## src/rtl/piso_bitorder.sv

```systemverilog
// piso_bitorder: parallel-in/serial-out shifter with per-word selectable bit order.
// A word is captured on the input handshake together with its bit-order mode,
// then presented one bit per accepted serial beat. The last beat of a word can
// accept the next word, so back-to-back words stream with no idle cycle.
module piso_bitorder #(
    parameter int WIDTH = 8,
    parameter int CNT_W = 8
) (
    input  logic             clk,
    input  logic             rst_n,
    input  logic             in_valid,
    output logic             in_ready,
    input  logic [WIDTH-1:0] in_data,
    input  logic             in_msb_first,
    output logic             ser_valid,
    input  logic             ser_ready,
    output logic             ser_out,
    output logic             ser_last,
    output logic             busy,
    output logic [CNT_W-1:0] words_done
);

    localparam int IDX_W = $clog2(WIDTH);
    localparam logic [IDX_W-1:0] IDX_LAST = IDX_W'(WIDTH - 1);

    typedef enum logic {
        IDLE  = 1'b0,
        SHIFT = 1'b1
    } state_t;

    state_t             state_q, state_d;
    logic [WIDTH-1:0]   sh_q, sh_d;
    logic               m_q, m_d;
    logic [IDX_W-1:0]   idx_q, idx_d;
    logic [CNT_W-1:0]   cnt_q, cnt_d;

    logic               in_shift;
    logic               is_last;
    logic               beat;
    logic               accept;
    logic [WIDTH-1:0]   sh_shifted;

    assign in_shift = (state_q == SHIFT);
    assign is_last  = in_shift && (idx_q == IDX_LAST);
    assign beat     = in_shift && ser_ready;

    // The completing beat frees the register, so ready follows ser_ready there.
    assign in_ready = !in_shift || (beat && is_last);
    assign accept   = in_valid && in_ready;

    // Shift toward the output end chosen by the captured mode, zero-filled.
    assign sh_shifted = m_q ? {sh_q[WIDTH-2:0], 1'b0} : {1'b0, sh_q[WIDTH-1:1]};

    // Next-state selection: load on accept, advance on a non-final beat,
    // otherwise hold everything (stall or idle).
    always_comb begin
        state_d = state_q;
        sh_d    = sh_q;
        m_d     = m_q;
        idx_d   = idx_q;
        cnt_d   = cnt_q;
        if (beat && is_last) begin
            cnt_d   = cnt_q + CNT_W'(1);
            state_d = IDLE;
            sh_d    = '0;
            idx_d   = '0;
        end else if (beat) begin
            sh_d  = sh_shifted;
            idx_d = idx_q + IDX_W'(1);
        end
        if (accept) begin
            state_d = SHIFT;
            sh_d    = in_data;
            m_d     = in_msb_first;
            idx_d   = '0;
        end
    end

    // State registers; reset drops any word in flight without counting it.
    always_ff @(posedge clk or negedge rst_n) begin
        if (!rst_n) begin
            state_q <= IDLE;
            sh_q    <= '0;
            m_q     <= 1'b0;
            idx_q   <= '0;
            cnt_q   <= '0;
        end else begin
            state_q <= state_d;
            sh_q    <= sh_d;
            m_q     <= m_d;
            idx_q   <= idx_d;
            cnt_q   <= cnt_d;
        end
    end

    // Serial outputs come directly from register bits.
    assign ser_valid  = in_shift;
    assign busy       = in_shift;
    assign ser_out    = m_q ? sh_q[WIDTH-1] : sh_q[0];
    assign ser_last   = is_last;
    assign words_done = cnt_q;

endmodule

```

## config.mk

```make
export PLATFORM = sky130hd
export DESIGN_NAME = piso_bitorder
export DESIGN_NICKNAME = d
export VERILOG_FILES = /design/src/rtl/piso_bitorder.sv
export SDC_FILE = /design/constraint.sdc
export NUM_CORES = 1
export LEC_CHECK = 0
export BUFFER_PORTS_ARGS = -buffer_cell sky130_fd_sc_hd__buf_4
export CAP_MARGIN = 40
export CORE_ASPECT_RATIO = 1.4
export CORE_MARGIN = 4
export CORE_UTILIZATION = 46
export DETAILED_ROUTE_END_ITERATION = 16
export PLACE_DENSITY = 0.73
export SETUP_SLACK_MARGIN = 0.4
export SLEW_MARGIN = 15
export SYNTH_ARGS = -nofsm -noshare
export SYNTH_HDL_FRONTEND = slang
export SYNTH_SLANG_ARGS = --single-unit
```

## constraint.sdc

```tcl
create_clock -name clk -period 1.6 [get_ports clk]
set_input_delay 0.32 -clock clk [delete_from_list [all_inputs] [get_ports clk]]
set_output_delay 0.32 -clock clk [all_outputs]
set_load 0.01 [all_outputs]
```

**Yosys cells after proc, flatten, opt, wreduce, memory -nomap -nowiden**

Index checks and enable logic that the tools add are counted.

- Reductions and logical operators: 8
- Multiplexer cells: 10
- Equal/unequal tests: 1
- Add/sub/neg operators: 2

Operators with widths:

| operator | count |
|---|---|
| $mux W8 | 4 |
| $mux W3 | 3 |
| $add A8 B1 Y8 const B | 1 |
| $logic_and A1 B1 Y1 | 4 |
| $add A3 B1 Y3 const B | 1 |
| $eq A3 B3 Y1 const B | 1 |
| $mux W1 | 3 |
| $reduce_bool A3 Y1 | 1 |
| $reduce_bool A2 Y1 | 1 |
| $logic_not A1 Y1 | 1 |
| $logic_or A1 B1 Y1 | 1 |

- Input port bits: 13
- Bits in registers: 21
- Output and inout bits: 13
- Word-level logic and storage cells: 26

**Longest topological paths before layout**

Gate-level depths: netlist (run 1).

- Word-level depth: 6
- Depth in mapped cells: 5
- Mapped depth without buffers: 5

**Worst setup path before layout (run 1)**

Ideal clock, no wire load.

- Path type: register to register
- Start point: register idx_q[0]
- End point: register m_q
- Data arrival time: 1434 ps
- Slack: 41 ps
- Buffers on the path: 0
- Stages on the path, launching flop included: 6
- Required time: 1475 ps
- Period minus slack after synthesis: 1559 ps
- Setup time: 125 ps
- Path through: dfrtp_1 -> ha_1 -> ha_1 -> nand3_4 -> a21boi_4 -> mux2_4

- Longest elaborated chain between the ends: 5

RTL lines:

| element | RTL line | text |
|---|---|---|
| start: declaration | 34 | `logic [IDX_W-1:0] idx_q, idx_d;` |
| start signal: assignment | 91 | `idx_q <= idx_d;` |
| $eq A3 B3 Y1 | 44 | `assign is_last = in_shift && (idx_q == IDX_LAST);` |
| $logic_and A1 B1 Y1 | 44 |  |
| $logic_and A1 B1 Y1 | 48 | `assign in_ready = !in_shift \|\| (beat && is_last);` |
| $logic_or A1 B1 Y1 | 48 |  |
| $logic_and A1 B1 Y1 | 49 | `assign accept = in_valid && in_ready;` |
| end signal: assignment | 90 | `m_q <= m_d;` |
| end: declaration | 33 | `logic m_q, m_d;` |

Every way passes these cells.
A chain may end at the register's enable or synchronous reset.

**Final worst setup path (run 1)**

- Start point: register idx_q[0]
- End point: output port in_ready

- Longest elaborated chain between the ends: 4

RTL lines:

| element | RTL line | text |
|---|---|---|
| $eq A3 B3 Y1 | 44 |  |
| $logic_and A1 B1 Y1 | 44 |  |
| $logic_and A1 B1 Y1 | 48 |  |
| $logic_or A1 B1 Y1 | 48 |  |
| end: declaration | 12 | `output logic in_ready,` |

Every way passes these cells.

==> results of run 1 <==
cell families (layout without fill, tap and decap cells):
group           count (synthesis)  after routing  share of synthesized area, %
simple gates                   32             32                         15.69
xor+xnor                        7              7                         5.738
fa+ha+maj                       3              3                         3.513
buf+inv                         6             59                         3.629
mux                            10             10                         10.30
compound gates                 13             13                         11.94
flops                          21             21                         49.18
path summary, 6_finish.rpt:
check                      cells after the start  slack (ns)                        end            startpoint
max in group asynchronous                      2        0.96           busy$_DFFE_PN0P_                 rst_n
max                                            5       -0.07                   in_ready  idx_q[0]$_DFFE_PN0P_
min in group asynchronous                      2        0.41  words_done[1]$_DFFE_PN0P_                 rst_n
max reg2reg                                    7       -0.06        sh_q[2]$_DFFE_PN0P_  idx_q[1]$_DFFE_PN0P_
min                                            2        0.22        sh_q[3]$_DFFE_PN0P_            in_data[3]
min reg2reg                                    1        0.55        sh_q[1]$_DFFE_PN0P_   sh_q[1]$_DFFE_PN0P_
where the power goes:
| group | switching (W) | internal [W] | leakage [nW] |
|---|---|---|---|
| clock network | 0.000178 | 0.0000937 | 0.0177 |
| logic | 0.000437 | 0.000618 | 0.579 |
| registers | 0.000146 | 0.000675 | 0.274 |
metal layers:
metal	GRT usage (%)	share of wire, %	vias to the layer above
met5	0	0	-
met4	5.051	2.4	0
met3	4.138	3.9	7
met2	30.88	54	25
met1	19.38	39	466
li1	-	-	437
metrics by stage:
step           cell area (um^2)  std cells  setup slack [ns]  TNS [ns]  util, %
2_1_floorplan              1086         92            0.1167         0        -
3_3_place_gp               1297        139            0.1069         0    58.92
3_5_place_dp               1297        139           0.04008         0    58.92
4_1_cts                    1567        161          -0.06682   -0.1240    71.14
5_1_grt                    1749        167           -0.1085   -0.7953    79.43
6_report                   1749        167          -0.07116   -0.3594    79.43
registers in the layout (all words and copies together), names as in the netlist:
register    count
sh_q            8
words_done      8
idx_q           3
busy            1
m_q             1
layout make-up:
class                           count  share of cell area (%)
Multi-Input combinational cell     65                   38.27
Timing Repair Buffer               53                   28.04
Clock buffer                        3                   1.288
Tap cell                           22                   1.574
Inverter                            2                  0.4292
Sequential cell                    21                   30.11
Clock inverter                      1                  0.2861
cells in the final DEF, fill, tap and decap left out, drive strengths merged:
| cell type | netlist | layout |
|---|---|---|
| nand2b | 3 | 3 |
| xor2 | 3 | 3 |
| nand3 | 2 | 2 |
| dlygate4sd3 | 0 | 1 |
| clkbuf | 0 | 3 |
| o21ai | 1 | 1 |
| clkinv | 0 | 1 |
| and3 | 2 | 2 |
| xnor2 | 4 | 4 |
| nand3b | 1 | 1 |
| and2 | 1 | 1 |
| nand2 | 8 | 8 |
| mux2i | 8 | 8 |
| a22o | 2 | 2 |
| nor3b | 1 | 1 |
| a21boi | 1 | 1 |
| mux2 | 2 | 2 |
| nor3 | 2 | 2 |
| dfrtp | 21 | 21 |
| o22ai | 1 | 1 |
| ha | 3 | 3 |
| inv | 2 | 2 |
| nor2 | 9 | 9 |
| nand4 | 3 | 3 |
| buf | 4 | 52 |
| a221o | 8 | 8 |
timing repair:
item / CTS / global route
gates resized for setup: 24 / 34
endpoints found under the setup margin: 32 / 34
cloned: 0 / 0
endpoints found under the hold margin: 21 / 0
hold buffers: 1 / 0
pin swaps: 9 / 8
setup buffers: 17 / 6
==> results by group, run 1 <==
GRT
  • Gr ovfl total: 0
  • Largest net degree at the start of global routing: 22
  • First-pass GRT wire length: 4.291 mm
  • Gr usage total: ~17%
  • Vias in the first global route: 944
  • Initial antenna violation count: 0

Synth
  • Most common cell in the netlist: dfrtp_1
  • Sequential share of the synthesized area: between 40% and 50%
  • Syn. warnings: 0
  • Synth area leader: dfrtp_1
  • Commonest register cell after synthesis: dfrtp_1
  • Mean area per synthesized cell: 11.61 um^2
  • Share of the synthesized area in the top cell type: 49.18%
  • Synth unique cells: 28
  • Synth top area cells: dfrtp_1, a221o_1, mux2i_1
  • Mapped cell area: 1069 um^2
  • Syn Nets: about 110
  • #FFs+latches synth: 21
  • Syn Inst Count: ~90
  • Post-synth top cells: dfrtp_1, nor2_1, a221o_1, nand2_1, mux2i_1
  • Async set-reset flop share out of synthesis: 100.0%
  • EDFF count, synth: 0

Die
  • Die height: 65.03 um
  • Core Area: between 2000 and 2500 um^2
  • Die W: roughly 50 um
  • Initial Utilization: 48.52%
  • Rows: 20
  • Die area: approximately 3200 um^2
  • Io pins: 26

Setup path
  • Endpoint class of the critical path: output pin
  • Worst path max stage delay: approximately 0.43 ns
  • Startpoint Class: flip-flop
  • Maximum fanout along the worst path: 3
  • Worst path slowest cell: dfrtp_1
  • CP Cell Sequence: ha_4, ha_4, nand3_4, nand2_4, buf_6
  • CP delay by family, top: flip-flops
  • Required @ worst endpoint: approximately 1.3 ns
  • Crit Path Class: reg2out
  • Most frequent CP cell: ha_4
  • Arrival time at the worst endpoint: 1.35 ns
  • Worst Path Buf+Inv: 1

Timing
  • Pins Over Slew Limit: 0
  • Max Clk Rate: ~0.60 GHz
  • Clock Skew: around 0.0011 ns
  • Hold Violations, Final: 0
  • RSZ-0062 raised after global routing: yes
  • Worst relative slew slack: 75.63%
  • Minimum clock period: between 1.5 and 2 ns
  • Actual slew at the worst max-slew pin: 0.3646 ns
  • Period utilisation layout: 104.4%
  • Setup ws final: -0.07116 ns
  • Setup violations, final: 9
  • Smallest hold slack: 0.2202 ns

CTS
  • Root Buffer: clkbuf_4
  • TritonCTS clock tree: done
  • TritonCTS Buffers: 3
  • CTS H-tree depth: 1
  • Clock latency at the later pin of the worst-skew pair: approximately 0.32 ns
  • CTS Sinks: 21
  • Clock Tree Buf Depth: 2
  • Reg clk slew, reported paths: 0.12 ns

Detailed routing
  • Via count: between 900 and 1000
  • Average wire per standard cell: ~17 um
  • Drt total wl: roughly 2.9 mm
  • ANT nets after route: 0
  • Drt pass-1 iters: 4
  • Drt initial violations: 20
  • DR vias/cell: 5.599
  • # DRC: 0

Cells and area
  • Sequential cell area: roughly 530 um^2
  • Area of the multi-input gates: 669.4 um^2
  • Filler Cells Inserted: 128
  • Fin nets: 162
  • Share of cells above drive strength 1: 59.31%
  • Layout area overhead: 63.70%
  • N_diodes: 0

Power and ir drop
  • P per Cell Area: 1228 nW/um^2
  • LEAKAGE: 0.8711 nW
  • Peak supply drop: 0.7318 mV
  • Overall Power: 0.002148 W

Placed design
  • I/O Buffers: 25
  • Final Wtd Congestion: 0.7889
  • Post-DP HPWL: 1.552 mm

Worst hold path
  • Hold Path Class: in2reg

Status
  • Failing checks: setup timing
  • Status: complete, but fails checks

Flow run
  • Max-Cap Viols: 0
Note: power is estimated with default switching activity, not from simulation.
==> run 2: changes to the inputs <==
CORE_MARGIN = default   (was 4)
CORE_UTILIZATION = 51   (was 46)
PLACE_DENSITY = 0.77   (was 0.73)
clock period = 1.68 ns   (was 1.6 ns; I/O delays follow)
==> run 2 against run 1 <==
Net effect: the flow now finishes without violations; combinational power is 24% lower; worst setup slack better by 0.093 ns; die area down 28%; critical path type unchanged; design area fell by 12%; sequential share of layout area increased by 4.0 points; critical endpoint is now ser_last.
==> results by group, run 2 (synthesized netlist as in run 1, its figures left out) <==
Timing
  • Worst relative slew slack: 78.91% (+3.3 points)
  • Minimum clock period: 1.658 ns
  • RSZ-0062 raised after global routing: yes
  • Actual slew at the worst max-slew pin: 0.3154 ns (-0.04916 ns)
  • Setup violations, final: 0 (-9)
  • Period utilisation layout: between 90 and 100%
  • Clock Skew: 0.002484 ns (+0.001363 ns)
  • Pins Over Slew Limit: 0 (unchanged)
  • Max Clk Rate: 0.6032 GHz
  • Hold Violations, Final: 0 (unchanged)

Setup path
  • Worst path slowest cell: dfrtp_1
  • Crit Reg-Reg Endpoint: sh_q[1]$_DFFE_PN0P_
  • Startpoint Class: flip-flop
  • CP Cell Sequence: ha_2, ha_4, and2_4, buf_6
  • Endpoint class of the critical path: output pin
  • Maximum fanout along the worst path: 4 (+1)
  • Worst R2R Path Depth: 7 (unchanged)
  • Crit Path Class: reg2out
  • Worst Path Buf+Inv: 1 (unchanged)
  • Worst path max stage delay: 0.40 ns (-0.03 ns)
  • R2r setup slk: 0.04 ns (+0.10 ns)
  • Reg-to-reg startpoint: idx_q[1]$_DFFE_PN0P_
  • CP delay by family, top: flip-flops
  • Arrival time at the worst endpoint: 1.32 ns (-0.03 ns)
  • Required @ worst endpoint: 1.34 ns (+0.06 ns)

CTS
  • Clock latency at the later pin of the worst-skew pair: 0.31 ns (about the same)
  • CTS H-tree depth: 1 (unchanged)
  • Clock Tree Buf Depth: 2 (unchanged)
  • TritonCTS Buffers: 3 (unchanged)
  • TritonCTS clock tree: done
  • Root Buffer: clkbuf_4
  • Reg clk slew, reported paths: 0.12 ns (about the same)
  • CTS Sinks: 21 (unchanged)

Placed design
  • I/O Buffers: 25 (unchanged)
  • DP Area: 1296 um^2 (about the same)
  • Post-DP HPWL: 1.555 mm (+0.15%)
  • Final Wtd Congestion: 0.7080 (-10%)
  • Placed Cells: 138 (-0.72%)

Cells and area
  • Commonest non-fill, non-tap cell in the layout: buf_4
  • Fin nets: 154 (-4.9%)
  • Filler Cells Inserted: 137 (+7.0%)
  • Layout area overhead: 44.73%
  • Post-Layout Inst Area: 1546 um^2 (-12%)
  • Non-Filler Instances: 158 (-5.4%)
  • N_diodes: 0 (unchanged)
  • Commonest cells after routing, fill and taps aside: buf_4, dfrtp_1, buf_6
  • Share of cells above drive strength 1: 48.18% (-11 points)

Die
  • Initial Utilization: 54.15% (+5.6 points)
  • Die height: 56.16 um (-14%)
  • Rows: 19 (-5.0%)
  • Io pins: 26 (unchanged)
  • Die area: 2285 um^2 (-28%)
  • Die W: 40.69 um (-17%)
  • Core Area: 1973 um^2 (-10%)

Detailed routing
  • Wire length on met1: 998 um (-12%)
  • Drt initial violations: 25 (+25%)
  • Via count: 899 (-3.9%)
  • Met2 wire len: 1.397 mm (-11%)
  • ANT nets after route: 0 (unchanged)
  • # DRC: 0 (unchanged)
  • Drt total wl: 2.484 mm (-14%)
  • DR top layer: met4
  • DR vias/cell: 5.690 (+1.6%)
  • Metal3 WL: 72 um (-36%)
  • Average wire per standard cell: 15.72 um (-9.0%)
  • Drt pass-1 iters: 4 (unchanged)

GRT
  • Vias in the first global route: 891 (-5.6%)
  • Largest net degree at the start of global routing: 22 (unchanged)
  • Initial antenna violation count: 0 (unchanged)
  • Gr ovfl total: 0 (unchanged)
  • First-pass GRT wire length: 3.836 mm (-11%)
  • Gr usage total: 24.08% (+7.1 points)

Worst hold path
  • Hold Crit Start: in_data[5]
  • Hold Path Depth: 2 (unchanged)
  • Hold Path Class: in2reg
  • Worst hold endpoint: sh_q[5]$_DFFE_PN0P_

Power and ir drop
  • LEAKAGE: 0.7871 nW (-9.6%)
  • Peak supply drop: 0.7676 mV (+4.9%)
  • P per Cell Area: 1177 nW/um^2 (-4.1%)

Status
  • Status: complete, no violations

Flow run
  • Max-Cap Viols: 0 (unchanged)
## run 2: changes by cell type in the layout (fill, tap and decap cells not counted), moves of 2 or more
| cell | change |
|---|---|
| nor2_2 | -2 |
| buf_4 | +5 |
| nand2_2 | -2 |
| buf_6 | -12 |
| nor2_1 | +6 |
| nand2_1 | +2 |
| xnor2_1 | +2 |
| xnor2_2 | -2 |
| nor2_4 | -4 |
## run 2: report_power, final
part / total, W / leakage [nW] / switching [W] / internal [W]
Sequential: 0.000771 / 0.273 / 0.000128 / 0.000643
Combinational: 0.000802 / 0.497 / 0.000325 / 0.000477
Clock: 0.000247 / 0.0177 / 0.000158 / 0.0000889
## run 2: area by class of cell
class / instances / area (um^2) / share of cell area (%)
multi-input cells: 65 / 579.3 / 37.46
clock buffers: 3 / 22.52 / 1.456
flip-flops and latches: 21 / 528.0 / 34.14
clock inverters: 1 / 5.005 / 0.3236
well taps: 21 / 26.28 / 1.699
repair buffers: 45 / 377.9 / 24.43
inverters: 2 / 7.507 / 0.4854
## run 2: worst max path at each step
stage / end / depth (start not counted) / startpoint
after floorplan: m_q$_DFFE_PN0P_ / 5 / idx_q[0]$_DFFE_PN0P_
after global routing: in_ready / 5 / idx_q[1]$_DFFE_PN0P_
final: ser_last / 4 / idx_q[1]$_DFFE_PN0P_
after CTS: ser_last / 4 / idx_q[0]$_DFFE_PN0P_
after detailed placement: sh_q[0]$_DFFE_PN0P_ / 5 / idx_q[0]$_DFFE_PN0P_
after global placement: sh_q[0]$_DFFE_PN0P_ / 5 / idx_q[0]$_DFFE_PN0P_
## run 2: repair_timing
| item | in CTS | in global routing |
|---|---|---|
| setup buffers | 7 | 8 |
| endpoints found under the setup margin | 23 | 30 |
| pin swaps | 5 | 4 |
| resized for setup | 14 | 11 |
| endpoints found under the hold margin | 21 | 0 |
| hold buffers | 1 | 0 |
## run 2: metrics by stage
stage	setup TNS (ns)	hold WS, ns	worst slack [ns]	total power, W	util [%]
after floorplan	0	0.04041	0.1967	0.001187	-
after global placement	0	0.2317	0.1533	0.001377	65.69
after detailed placement	0	0.2352	0.1096	0.001402	65.69
after CTS	0	0.2426	0.01693	0.001757	73.30
after global routing	-0.1302	0.2395	-0.03239	0.001943	78.38
final	0	0.2482	0.02212	0.001821	78.38
## run 2: metal layers
metal / up-vias / GRT usage [%]
met5: - / 0
met2: 22 / 40.59
met3: 2 / 4.000
li1: 423 / -
met4: 0 / 6.667
met1: 452 / 29.87
